**src/rtl/spike_tx_pkg.sv**
```systemverilog
// Shared types and defaults for the spike packet byte scheduler.
package spike_tx_pkg;

  localparam int PKT_LEN_DEF   = 24;
  localparam int BYTE_LEN_DEF  = 8;
  localparam int BYTES_PER_PKT = PKT_LEN_DEF / BYTE_LEN_DEF;

  typedef enum logic {
    IDLE = 1'b0,
    SEND = 1'b1
  } tx_state_t;

  typedef logic [BYTE_LEN_DEF-1:0] byte_t;

endpackage

```
**src/rtl/spike_tx_scheduler_rr_arbiter.sv**
```systemverilog
// Combinational round-robin pick: first set req bit at or above ptr, wrapping at NUM_REQ.
module rr_arbiter #(
  parameter int NUM_REQ = 4,
  localparam int IDXW   = $clog2(NUM_REQ)
) (
  input  logic [NUM_REQ-1:0] req,
  input  logic [IDXW-1:0]    ptr,
  output logic [NUM_REQ-1:0] grant,
  output logic [IDXW-1:0]    grant_idx,
  output logic               any_req
);

  // One extra bit so ptr+i never overflows before the modulo fold.
  logic [IDXW:0] idx;

  always_comb begin
    grant     = '0;
    grant_idx = '0;
    any_req   = 1'b0;
    idx       = '0;
    for (int i = 0; i < NUM_REQ; i++) begin
      idx = {1'b0, ptr} + (IDXW+1)'(i);
      if (idx >= (IDXW+1)'(NUM_REQ)) idx = idx - (IDXW+1)'(NUM_REQ);
      if (!any_req && req[idx[IDXW-1:0]]) begin
        any_req                = 1'b1;
        grant_idx              = idx[IDXW-1:0];
        grant[idx[IDXW-1:0]]   = 1'b1;
      end
    end
  end

endmodule

```
**src/rtl/spike_tx_scheduler.sv**
```systemverilog
// Arbitrates NUM_REQ packet sources onto one valid/ready byte stream, MSB byte first.
module spike_tx_scheduler
  import spike_tx_pkg::*;
#(
  parameter int NUM_REQ  = 4,
  parameter int PKT_LEN  = PKT_LEN_DEF,
  parameter int BYTE_LEN = BYTE_LEN_DEF
) (
  input  logic                         clk,
  input  logic                         reset_n,
  input  logic [NUM_REQ-1:0]           req,
  input  logic [NUM_REQ*PKT_LEN-1:0]   pkt_in,
  output logic [NUM_REQ-1:0]           ack,
  output logic                         byte_valid,
  input  logic                         byte_ready,
  output logic [BYTE_LEN-1:0]          byte_data,
  output logic [$clog2(NUM_REQ)-1:0]   grant_id,
  output logic                         busy
);

  localparam int IDXW = $clog2(NUM_REQ);
  localparam int BPP  = PKT_LEN / BYTE_LEN;
  localparam int CNTW = (BPP > 1) ? $clog2(BPP) : 1;

  tx_state_t              state_q, state_d;
  logic [PKT_LEN-1:0]     pkt_q, pkt_d;
  logic [CNTW-1:0]        cnt_q, cnt_d;
  logic [IDXW-1:0]        ptr_q, ptr_d;
  logic [IDXW-1:0]        gid_q, gid_d;
  logic [NUM_REQ-1:0]     ack_q, ack_d;

  logic [NUM_REQ-1:0][PKT_LEN-1:0] pkt_arr;
  logic [NUM_REQ-1:0]     grant_oh;
  logic [IDXW-1:0]        grant_idx;
  logic                   any_req;

  assign pkt_arr = pkt_in;

  rr_arbiter #(.NUM_REQ(NUM_REQ)) u_arb (
    .req       (req),
    .ptr       (ptr_q),
    .grant     (grant_oh),
    .grant_idx (grant_idx),
    .any_req   (any_req)
  );

  always_comb begin
    state_d = state_q;
    pkt_d   = pkt_q;
    cnt_d   = cnt_q;
    ptr_d   = ptr_q;
    gid_d   = gid_q;
    ack_d   = '0;
    case (state_q)
      IDLE: begin
        if (any_req) begin
          pkt_d   = pkt_arr[grant_idx];
          ack_d   = grant_oh;
          gid_d   = grant_idx;
          ptr_d   = (grant_idx == IDXW'(NUM_REQ-1)) ? '0 : grant_idx + IDXW'(1);
          cnt_d   = '0;
          state_d = SEND;
        end
      end
      SEND: begin
        // req is deliberately not looked at here; pending sources wait for IDLE.
        if (byte_ready) begin
          pkt_d = pkt_q << BYTE_LEN;
          if (cnt_q == CNTW'(BPP-1)) begin
            cnt_d   = '0;
            state_d = IDLE;
          end else begin
            cnt_d = cnt_q + CNTW'(1);
          end
        end
      end
      default: state_d = IDLE;
    endcase
  end

  always_ff @(posedge clk or negedge reset_n) begin
    if (!reset_n) begin
      state_q <= IDLE;
      pkt_q   <= '0;
      cnt_q   <= '0;
      ptr_q   <= '0;
      gid_q   <= '0;
      ack_q   <= '0;
    end else begin
      state_q <= state_d;
      pkt_q   <= pkt_d;
      cnt_q   <= cnt_d;
      ptr_q   <= ptr_d;
      gid_q   <= gid_d;
      ack_q   <= ack_d;
    end
  end

  // Valid is decoded straight from the state flop so reset drops it without a clock.
  assign byte_valid = (state_q == SEND);
  assign busy       = (state_q == SEND);
  assign byte_data  = pkt_q[PKT_LEN-1 -: BYTE_LEN];
  assign ack        = ack_q;
  assign grant_id   = gid_q;

endmodule

```
**config.mk**
```make
export PLATFORM = sky130hd
export DESIGN_NAME = spike_tx_scheduler
export DESIGN_NICKNAME = d
export VERILOG_FILES = /design/src/rtl/spike_tx_pkg.sv /design/src/rtl/spike_tx_scheduler_rr_arbiter.sv /design/src/rtl/spike_tx_scheduler.sv
export SDC_FILE = /design/constraint.sdc
export NUM_CORES = 1
export LEC_CHECK = 0
export BUFFER_PORTS_ARGS = -buffer_cell sky130_fd_sc_hd__buf_4
export CAP_MARGIN = 20
export CORE_MARGIN = 5
export CORE_UTILIZATION = 46
export DETAILED_ROUTE_END_ITERATION = 16
export PLACE_DENSITY_LB_ADDON = 0.15
export SLEW_MARGIN = 5
export SYNTH_ARGS = -nofsm -noshare
export SYNTH_HDL_FRONTEND = slang
export SYNTH_SLANG_ARGS = --single-unit
```
**constraint.sdc**
```tcl
create_clock -name clk -period 2.95 [get_ports clk]
set_input_delay 0.295 -clock clk [delete_from_list [all_inputs] [get_ports clk]]
set_output_delay 0.295 -clock clk [all_outputs]
set_load 0.05 [all_outputs]
```
# Word level (Yosys, flattened, before mapping)
# Cells that the tools add are included.
[word_totals] reg_bits=35 inputBits=103 out_inout_bits=16 word_cells=96
[op_classes] n_addsub=9 magnitude_cmp=13 n_eq_ne=4 mux=48 bitwise_logic=4 n_reduce_logical=12
[ops] operator="24-bit 2-to-1 mux" n=3
[ops] operator="24-bit binary-select mux with 2-bit select" n=1
[ops] operator="24-bit case mux with 2 select lines" n=1
[ops] operator="2-bit 2-to-1 mux" n=12
[ops] operator="4-bit 2-to-1 mux" n=6
[ops] operator="2-bit by 3-bit less-than comparator with 1-bit output (second input constant)" n=5
[ops] operator="1-bit 2-to-1 mux" n=15
[ops] operator="4-bit OR" n=3
[ops] operator="3-bit greater-or-equal comparator (second input constant)" n=3
[ops] operator="1-bit binary-select mux with 2-bit select" n=4
[ops] operator="1-bit demux with 2-bit select" n=4
[ops] operator="2-bit by 1-bit greater-or-equal comparator with 1-bit output (second input constant)" n=4
[ops] operator="2-bit by 1-bit subtractor with 2-bit output (second input constant)" n=4
[ops] operator="1-bit logical AND" n=7
[ops] operator="2-bit by 2-bit adder with 3-bit output (second input constant)" n=2
[ops] operator="2-bit by 1-bit adder with 2-bit output (second input constant)" n=2
[ops] operator="2-bit equality test (second input constant)" n=2
[ops] operator="2-bit inequality test (second input constant)" n=2
[ops] operator="2-bit case mux with 2 select lines" n=1
[ops] operator="2-bit AND reduction" n=2
[ops] operator="2-bit by 1-bit adder with 3-bit output (second input constant)" n=1
[ops] operator="2-bit by 3-bit greater-or-equal comparator with 1-bit output (second input constant)" n=1
[ops] operator="1-bit zero test" n=3
[ops] operator="1-bit case mux with 2 select lines" n=1
[ops] operator="1-bit inverter" n=1

# Longest topological paths before layout
# Gate-level depths: netlist of the first run.
[logic_depth] ltp_word=18 depth_mapped=13 ltp_nobuf=8

# Modules after synthesis
# Synthesis of the first run repeated with hierarchy kept, for this count alone.
[unflattened] cells_unflattened=242 area_unflattened_um2=2657.5
[modules_own_cells] mod="spike_tx_scheduler" instances=1 cells_per_inst=197 area_per_inst_um2=2235.9 seq_area_each_um2=875.8
[modules_own_cells] mod="rr_arbiter" instances=1 cells_per_inst=45 area_per_inst_um2=421.7 seq_area_each_um2=0.0

# Worst setup path after synthesis of the first run
# OpenSTA, ideal clock, no wires.
[synth_path] path_kind="flip-flop to flip-flop" start="register ptr_q[0]" end="register pkt_q[0]" setup_time_ns=0.123 arrival_time_ns=2.985 required_time_ns=2.827 path_slack_ns=-0.159 stages_incl_launch_ff=13 n_path_buf=4 synth_period_minus_slack_ns=3.109 cell_sequence="dfrtp_1 > buf_2 > inv_1 > buf_2 > ha_1 > buf_2 > mux4_2 > nand2b_4 > buf_6 > nand2_1 > mux2_2 > a211oi_1 > o21ai_1"
[synth_via] elab_chain_len=18 elab_cells_between_ends=43 cone_classes="7 x add/sub; 4 x order compare; 1 x eq/ne; 24 x mux; 7 x reduce/logical"
[synth_rtl] item="start, declared" line="spike_tx_scheduler.sv:28" source="logic [IDXW-1:0] ptr_q, ptr_d;"
[synth_rtl] item="start signal, assigned" line="spike_tx_scheduler.sv:93" source="ptr_q <= ptr_d;"
[synth_rtl] item="parallel branches: the longest is 18 deep, another holds 2-bit by 1-bit adder with 3-bit output"
[synth_rtl] item="end signal, assigned" line="spike_tx_scheduler.sv:91" source="pkt_q <= pkt_d;"
[synth_rtl] item="end, declared" line="spike_tx_scheduler.sv:26" source="logic [PKT_LEN-1:0] pkt_q, pkt_d;"
# Several ways; the timed one is not identified. The select of a mux whose other input is x is not followed.
# A chain may end at the register's enable or synchronous reset.

# Final worst setup path of the first run
[layout_path] start="register ptr_q[1]" end="register pkt_q[13]"
# Same word-level chain as after synthesis.

==> results of run 1 <==
-- cell families (layout without fill, tap and decap cells) --
| kind of cell | after synthesis | after routing | synth area share [%] |
|---|---|---|---|
| adder cells (fa/ha/maj) | 8 | 8 | 2.97 |
| flip-flops | 35 | 35 | 26.0 |
| AND/OR/NAND/NOR | 82 | 82 | 11.9 |
| buffers and inverters | 50 | 148 | 8.27 |
| XOR/XNOR | 1 | 1 | 0.260 |
| multiplexers | 47 | 47 | 16.7 |
| AO/OA/AOI/OAI | 141 | 141 | 33.9 |
-- critical path: stages, from the launching register on --
cell      delay (ns)
dfrtp_1         0.35
inv_1           0.10
ha_1            0.49
mux4_2          0.47
nand3_2         0.14
nand2_2         0.09
nor2_4          0.52
mux2i_1         0.32
o221ai_2        0.13
-- worst max-delay path by stage --
stage | startpoint | endpoint | slack (ns) | cells after the start
CTS | ptr_q[1]$_DFFE_PN0P_ | pkt_q[13]$_DFFE_PN0P_ | 0.21 | 8
detailed placement | ptr_q[1]$_DFFE_PN0P_ | pkt_q[13]$_DFFE_PN0P_ | 0.22 | 8
global route | ptr_q[1]$_DFFE_PN0P_ | pkt_q[22]$_DFFE_PN0P_ | 0.01 | 9
global placement | ptr_q[1]$_DFFE_PN0P_ | pkt_q[5]$_DFFE_PN0P_ | 0.33 | 8
floorplan | ptr_q[0]$_DFFE_PN0P_ | pkt_q[11]$_DFFE_PN0P_ | 0.009 | 13
finish | ptr_q[1]$_DFFE_PN0P_ | pkt_q[13]$_DFFE_PN0P_ | 0.22 | 8
-- area by class of cell --
cell class	count	share of cell area (%)
Inverter	7	0.603
Sequential cell	35	20.1
Clock inverter	1	0.115
Clock buffer	6	1.89
Tap cell	99	2.84
Timing Repair Buffer	134	23.4
Multi-Input combinational cell	279	51.0
-- per-layer routing --
layer / GRT usage (%) / part of all wire (%)
met1: 31.0 / 44
met2: 36.9 / 47
met3: 4.34 / 6.6
met4: 5.45 / 1.9
met5: 0 / 0
-- Yosys cell counts (2+ instances only) --
| library cell | count |
|---|---|
| a211oi_1 | 9 |
| dfrtp_1 | 35 |
| mux2i_1 | 20 |
| o221ai_2 | 9 |
| a221oi_1 | 4 |
| nand3_1 | 6 |
| a21oi_1 | 8 |
| and2_1 | 3 |
| mux4_2 | 2 |
| o22ai_1 | 5 |
| nand2_1 | 41 |
| a22oi_1 | 21 |
| a21o_1 | 5 |
| buf_2 | 13 |
| a21oi_2 | 11 |
| o221ai_1 | 4 |
| o21ai_1 | 18 |
| inv_1 | 6 |
| ha_1 | 8 |
| a41o_1 | 12 |
| mux2_2 | 14 |
| buf_6 | 3 |
| o21ai_0 | 2 |
| a22o_1 | 20 |
| mux2_4 | 10 |
| clkbuf_1 | 12 |
| buf_4 | 14 |
| nor2_1 | 14 |
| a31oi_1 | 5 |
-- stage by stage --
step / cells / hold WS [ns] / cell area, µm²
after detailed placement: 553 / 0.280 / 4260
after floorplan: 364 / -0.000591 / 3380
after global routing: 561 / 0.323 / 4360
after CTS: 561 / 0.288 / 4360
after global placement: 553 / 0.279 / 4260
final: 561 / 0.292 / 4360
-- timing repair --
action / CTS / global route
hold endpoints to repair: 35 / 0
hold buffers: 1 / 0
setup endpoints to repair: 0 / 0
-- flip-flops by register name, indices dropped and copies added (netlist names) --
register / cells
ack: 4
busy: 1
cnt_q: 2
grant_id: 2
pkt_q: 24
ptr_q: 2
-- report_power, final --
part	internal [mW]	total (mW)	switching [mW]
combinational	1.29	3.01	1.72
clock	0.183	0.368	0.184
sequential	0.659	0.806	0.148
total	2.14	4.19	2.05
==> impl_metrics.env, run 1 <==
export IMPL_status="finished clean"
export IMPL_async_flop_share_pct=100
export IMPL_skew_ns=0.00566
export IMPL_initial_utilization_pct=47.0
export IMPL_drc=0
export IMPL_ff_latch_area_um2=877
export IMPL_rows=31
export IMPL_ctsHtreeMaxLevel=2
export IMPL_yosys_area_top_type_share_pct=26.0
export IMPL_ir_drop_v=0.000356
export IMPL_tightest_slew_ns=0.635
export IMPL_synthToLayoutAreaGrowth_pct=29.3
export IMPL_period_minus_slack_ns=2.73
export IMPL_rsz0062_at_grt="false"
export IMPL_synth_area_leaders="dfrtp_1, mux2i_1, a22o_1"
export IMPL_diodes=0
export IMPL_fp_dieH_um=95.6
export IMPL_dp_final_hpwl_um=7850
export IMPL_total_power_mw=4.19
export IMPL_p_leak_nw=2.01
export IMPL_multi_input_area_mm2=0.00222
export IMPL_die_w_um=95.6
export IMPL_powerDensity_mw_per_mm2=961
export IMPL_timing_final_ws_setup_ns=0.215
export IMPL_ys_seq_area_share_pct=26.0
export IMPL_hold_start="pkt_in[94]"
export IMPL_grt_pass1_wl_um=16200
export IMPL_r2r_start="ptr_q[1]$_DFFE_PN0P_"
export IMPL_hold_viol=0
export IMPL_endpoint_kind="flip-flop"
export IMPL_r2r_setup_slack_ns=0.22
export IMPL_fmax_ghz=0.366
export IMPL_cp_start_kind="flip-flop"
export IMPL_final_util_pct=60.7
export IMPL_tns_ns=0
export IMPL_ctsResizeCount=0
export IMPL_ys_flop_type="dfrtp_1"
export IMPL_via_per_inst=6.01
export IMPL_nets=573
export IMPL_cts_setup_buffers=0
export IMPL_dr_pass1_iters=4
export IMPL_critPathKind="flip-flop to flip-flop"
export IMPL_yosys_area_top_type="dfrtp_1"
export IMPL_layout_commonest_cell="buf_4"
export IMPL_synth_nets=475
export IMPL_cp_data_arrival_time_ns=2.90
export IMPL_core_area_mm2=0.00718
export IMPL_fin_crit_sh_pct=92.7
export IMPL_syn_area_mm2=0.00337
export IMPL_place_congestion=0.929
export IMPL_overflow=0
export IMPL_rr_worst_depth=8
export IMPL_drt_total_wl_um=10500
export IMPL_max_clock_path_buffers=2
export IMPL_place_ws_ns=0.218
export IMPL_required_ns=3.12
export IMPL_cts_tree="built"
export IMPL_wl_per_cell_um=18.7
export IMPL_yosys_warnings=0
export IMPL_path_max_fanout=16
export IMPL_grt_max_degree=36
export IMPL_rr_endpoint="pkt_q[13]$_DFFE_PN0P_"
export IMPL_relSlewSlack_pct=57.5
export IMPL_synth_cells=364
export IMPL_setup_viol_count_final=0
export IMPL_io_buffers=118
export IMPL_ios=119
export IMPL_clock_sinks=35
export IMPL_layout_common_cells="buf_4, nand2_1, dfrtp_1, a22oi_1"
export IMPL_antenna_found_initial=0
export IMPL_fillers=657
export IMPL_ys_ff_latch=35
export IMPL_max_cap_violations=0
export IMPL_drive_gt1_share_pct=43.1
export IMPL_drtIter0Drc=192
export IMPL_vias=3369
export IMPL_cts_root_buf="clkbuf_8"
export IMPL_min_path_cells=3
export IMPL_grt_util_all_layers_pct=22.7
export IMPL_hold_end="pkt_q[22]$_DFFE_PN0P_"
export IMPL_clk_latency_ns=0.29
export IMPL_yosys_cell_types_count=59
export IMPL_die_area_mm2=0.00914
export IMPL_synth_edf_count=0
export IMPL_ant_nets=0
export IMPL_avgSynthCellArea_um2=9.26
export IMPL_cts_reportedPaths_clkPinSlew_ns=0.08
export IMPL_drv_slew=0
export IMPL_min_path_type="primary input to flip-flop"
export IMPL_grt_pass1_vias=3247
export IMPL_cts_made_buffers=5
(Power assumes the default switching activity.)
==> run 2, diff against run 1 <==
--- a/config.mk
+++ b/config.mk
@@ -7,6 +7,7 @@
 export LEC_CHECK = 0
 export BUFFER_PORTS_ARGS = -buffer_cell sky130_fd_sc_hd__buf_4
 export CAP_MARGIN = 20
+export CORE_ASPECT_RATIO = 0.8
 export CORE_MARGIN = 5
 export CORE_UTILIZATION = 46
 export DETAILED_ROUTE_END_ITERATION = 16
==> run 2 against run 1 <==
  * Power grew 2.3%
  * Fmax shrank 1.5%
  * Final cell count decreased by 2.5%
  * Critical path depth grew 1
  * Via count increased by 2.0%
  * Hold slack improved by 0.0065 ns
  * Final area decreased by 0.11%
  * Non-clock buffer count is 2 lower
  * Clock skew is 0.0034 ns higher
  * Wire length up 3.4%
  * Clock power is 2% lower
  * Combinational power rose by 3%
  * Highest routed layer unchanged
==> impl_metrics.env, run 2 (synthesis gave the netlist of run 1 again) <==
export IMPL_status="finished clean"
export IMPL_drc=0
export IMPL_cts_tree="built"
export IMPL_clk_latency_ns=0.29
export IMPL_layout_common_cells="buf_4, nand2_1, dfrtp_1, a22oi_1"
export IMPL_initial_utilization_pct=48.2
export IMPL_cts_reportedPaths_clkPinSlew_ns=0.07
export IMPL_ir_drop_v=0.000442
export IMPL_via_per_inst=6.28
export IMPL_largest_register_ff_count=24
export IMPL_fillers=602
export IMPL_place_congestion=0.871
export IMPL_required_ns=3.10
export IMPL_dp_cells=537
export IMPL_setup_viol_count_final=0
export IMPL_postPlaceCellArea_mm2=0.00422
export IMPL_ctsHtreeMaxLevel=2
export IMPL_die_area_mm2=0.00915
export IMPL_top_register="pkt_q"
export IMPL_fmax_ghz=0.360
export IMPL_diodes=0
export IMPL_wl_per_cell_um=19.8
export IMPL_critical_path_buf_inv_count=2
export IMPL_timing_final_ws_setup_ns=0.173
export IMPL_grt_util_all_layers_pct=23.0
export IMPL_fin_crit_sh_pct=94.1
export IMPL_whs_ns=0.299
export IMPL_rsz0062_at_grt="false"
export IMPL_max_cap_violations=0
export IMPL_ant_nets=0
export IMPL_nets=571
export IMPL_drv_slew=0
export IMPL_p_leak_nw=2.01
export IMPL_rows=27
export IMPL_fp_dieH_um=86.6
export IMPL_final_area_mm2=0.00435
export IMPL_place_ws_ns=0.193
export IMPL_cts_root_buf="clkbuf_8"
export IMPL_overflow=0
export IMPL_layoutNonFillerInstCount=547
export IMPL_hold_viol=0
export IMPL_crit_chain="inv_1 > ha_1 > mux4_2 > nand2b_4 > a21oi_4 > nor2_4 > buf_12 > mux2i_1 > o221ai_2"
export IMPL_synthToLayoutAreaGrowth_pct=29.1
export IMPL_ios=119
export IMPL_grt_max_degree=36
export IMPL_tightest_slew_ns=0.676
export IMPL_relSlewSlack_pct=53.7
export IMPL_dp_final_hpwl_um=8090
export IMPL_io_buffers=118
export IMPL_cp_data_arrival_time_ns=2.93
export IMPL_cts_made_buffers=5
export IMPL_die_w_um=106
export IMPL_cp_start_kind="flip-flop"
export IMPL_drtIter0Drc=242
export IMPL_drt_total_wl_um=10800
export IMPL_critPathSlowestCell="ha_1"
export IMPL_ctsResizeCount=0
export IMPL_antenna_found_initial=0
export IMPL_layout_commonest_cell="buf_4"
export IMPL_vias=3435
export IMPL_max_clock_path_buffers=2
export IMPL_endpoint_kind="flip-flop"
export IMPL_grt_pass1_wl_um=17000
export IMPL_path_max_fanout=12
export IMPL_period_minus_slack_ns=2.78
export IMPL_powerDensity_mw_per_mm2=984
export IMPL_drive_gt1_share_pct=42.8
export IMPL_dr_pass1_iters=6
export IMPL_skew_ns=0.00908
export IMPL_tns_ns=0
export IMPL_critPathKind="flip-flop to flip-flop"
export IMPL_core_area_mm2=0.00699
export IMPL_clock_sinks=35
export IMPL_min_path_type="primary input to flip-flop"
export IMPL_grt_pass1_vias=3344
export IMPL_critPathMaxStageDelay_ns=0.50
export IMPL_critical_path_top_delay_family="multiplexers"
## run 2: tightest hold or removal path, stage by stage
cell and delay (ns):
buf_4 0.09, a2111oi_2 0.05, o21ai_1 0.10
## run 2: layout make-up
cell class / instances / area (µm²) / share of cell area (%)
Clock inverter: 1 / 5.00 / 0.115
Clock buffer: 6 / 82.6 / 1.90
Timing Repair Buffer: 132 / 1030 / 23.7
Sequential cell: 35 / 877 / 20.1
Multi-Input combinational cell: 279 / 2220 / 51.1
Inverter: 7 / 26.3 / 0.603
Tap cell: 87 / 109 / 2.50
## run 2: through the flow
step	util (%)	power, mW
final	62.3	4.29
after global routing	62.3	4.54
after CTS	61.7	4.14
after detailed placement	60.3	3.76
after global placement	60.3	3.71
after floorplan	-	3.16
## run 2: where the power goes
| part | switching [mW] | leakage, nW | internal (mW) | total [mW] |
|---|---|---|---|---|
| Sequential | 0.153 | 0.462 | 0.659 | 0.811 |
| Combinational | 1.77 | 1.50 | 1.34 | 3.11 |
| Clock | 0.179 | 0.0470 | 0.183 | 0.362 |
| Total | 2.11 | 2.01 | 2.18 | 4.29 |
## run 2: metal layers
metal  wire length (µm)  global-route usage, %  share of wire [%]
met1               4930                   31.7                 46
met2               4900                   36.8                 45
met3                782                   4.24                7.2
met4                213                   6.82                2.0
met5                  0                      0                  0
## run 2: repair_timing
item | in CTS | in global routing
endpoints found under the setup margin | 0 | 2
hold endpoints to repair | 35 | 0
setup buffers | 0 | 2
hold buffers | 1 | 0
## run 2: path summary, 6_finish.rpt
path | from | to | slack, ns | cells past startpoint
min reg2reg | grant_id[0]$_DFFE_PN0P_ | grant_id[0]$_DFFE_PN0P_ | 0.49 | 2
max | ptr_q[1]$_DFFE_PN0P_ | pkt_q[23]$_DFFE_PN0P_ | 0.17 | 9
min | pkt_in[94] | pkt_q[22]$_DFFE_PN0P_ | 0.30 | 3
max in group asynchronous | reset_n | ptr_q[0]$_DFFE_PN0P_ | 2.09 | 2
min in group asynchronous | reset_n | pkt_q[17]$_DFFE_PN0P_ | 0.50 | 2
max reg2reg | ptr_q[1]$_DFFE_PN0P_ | pkt_q[23]$_DFFE_PN0P_ | 0.17 | 9
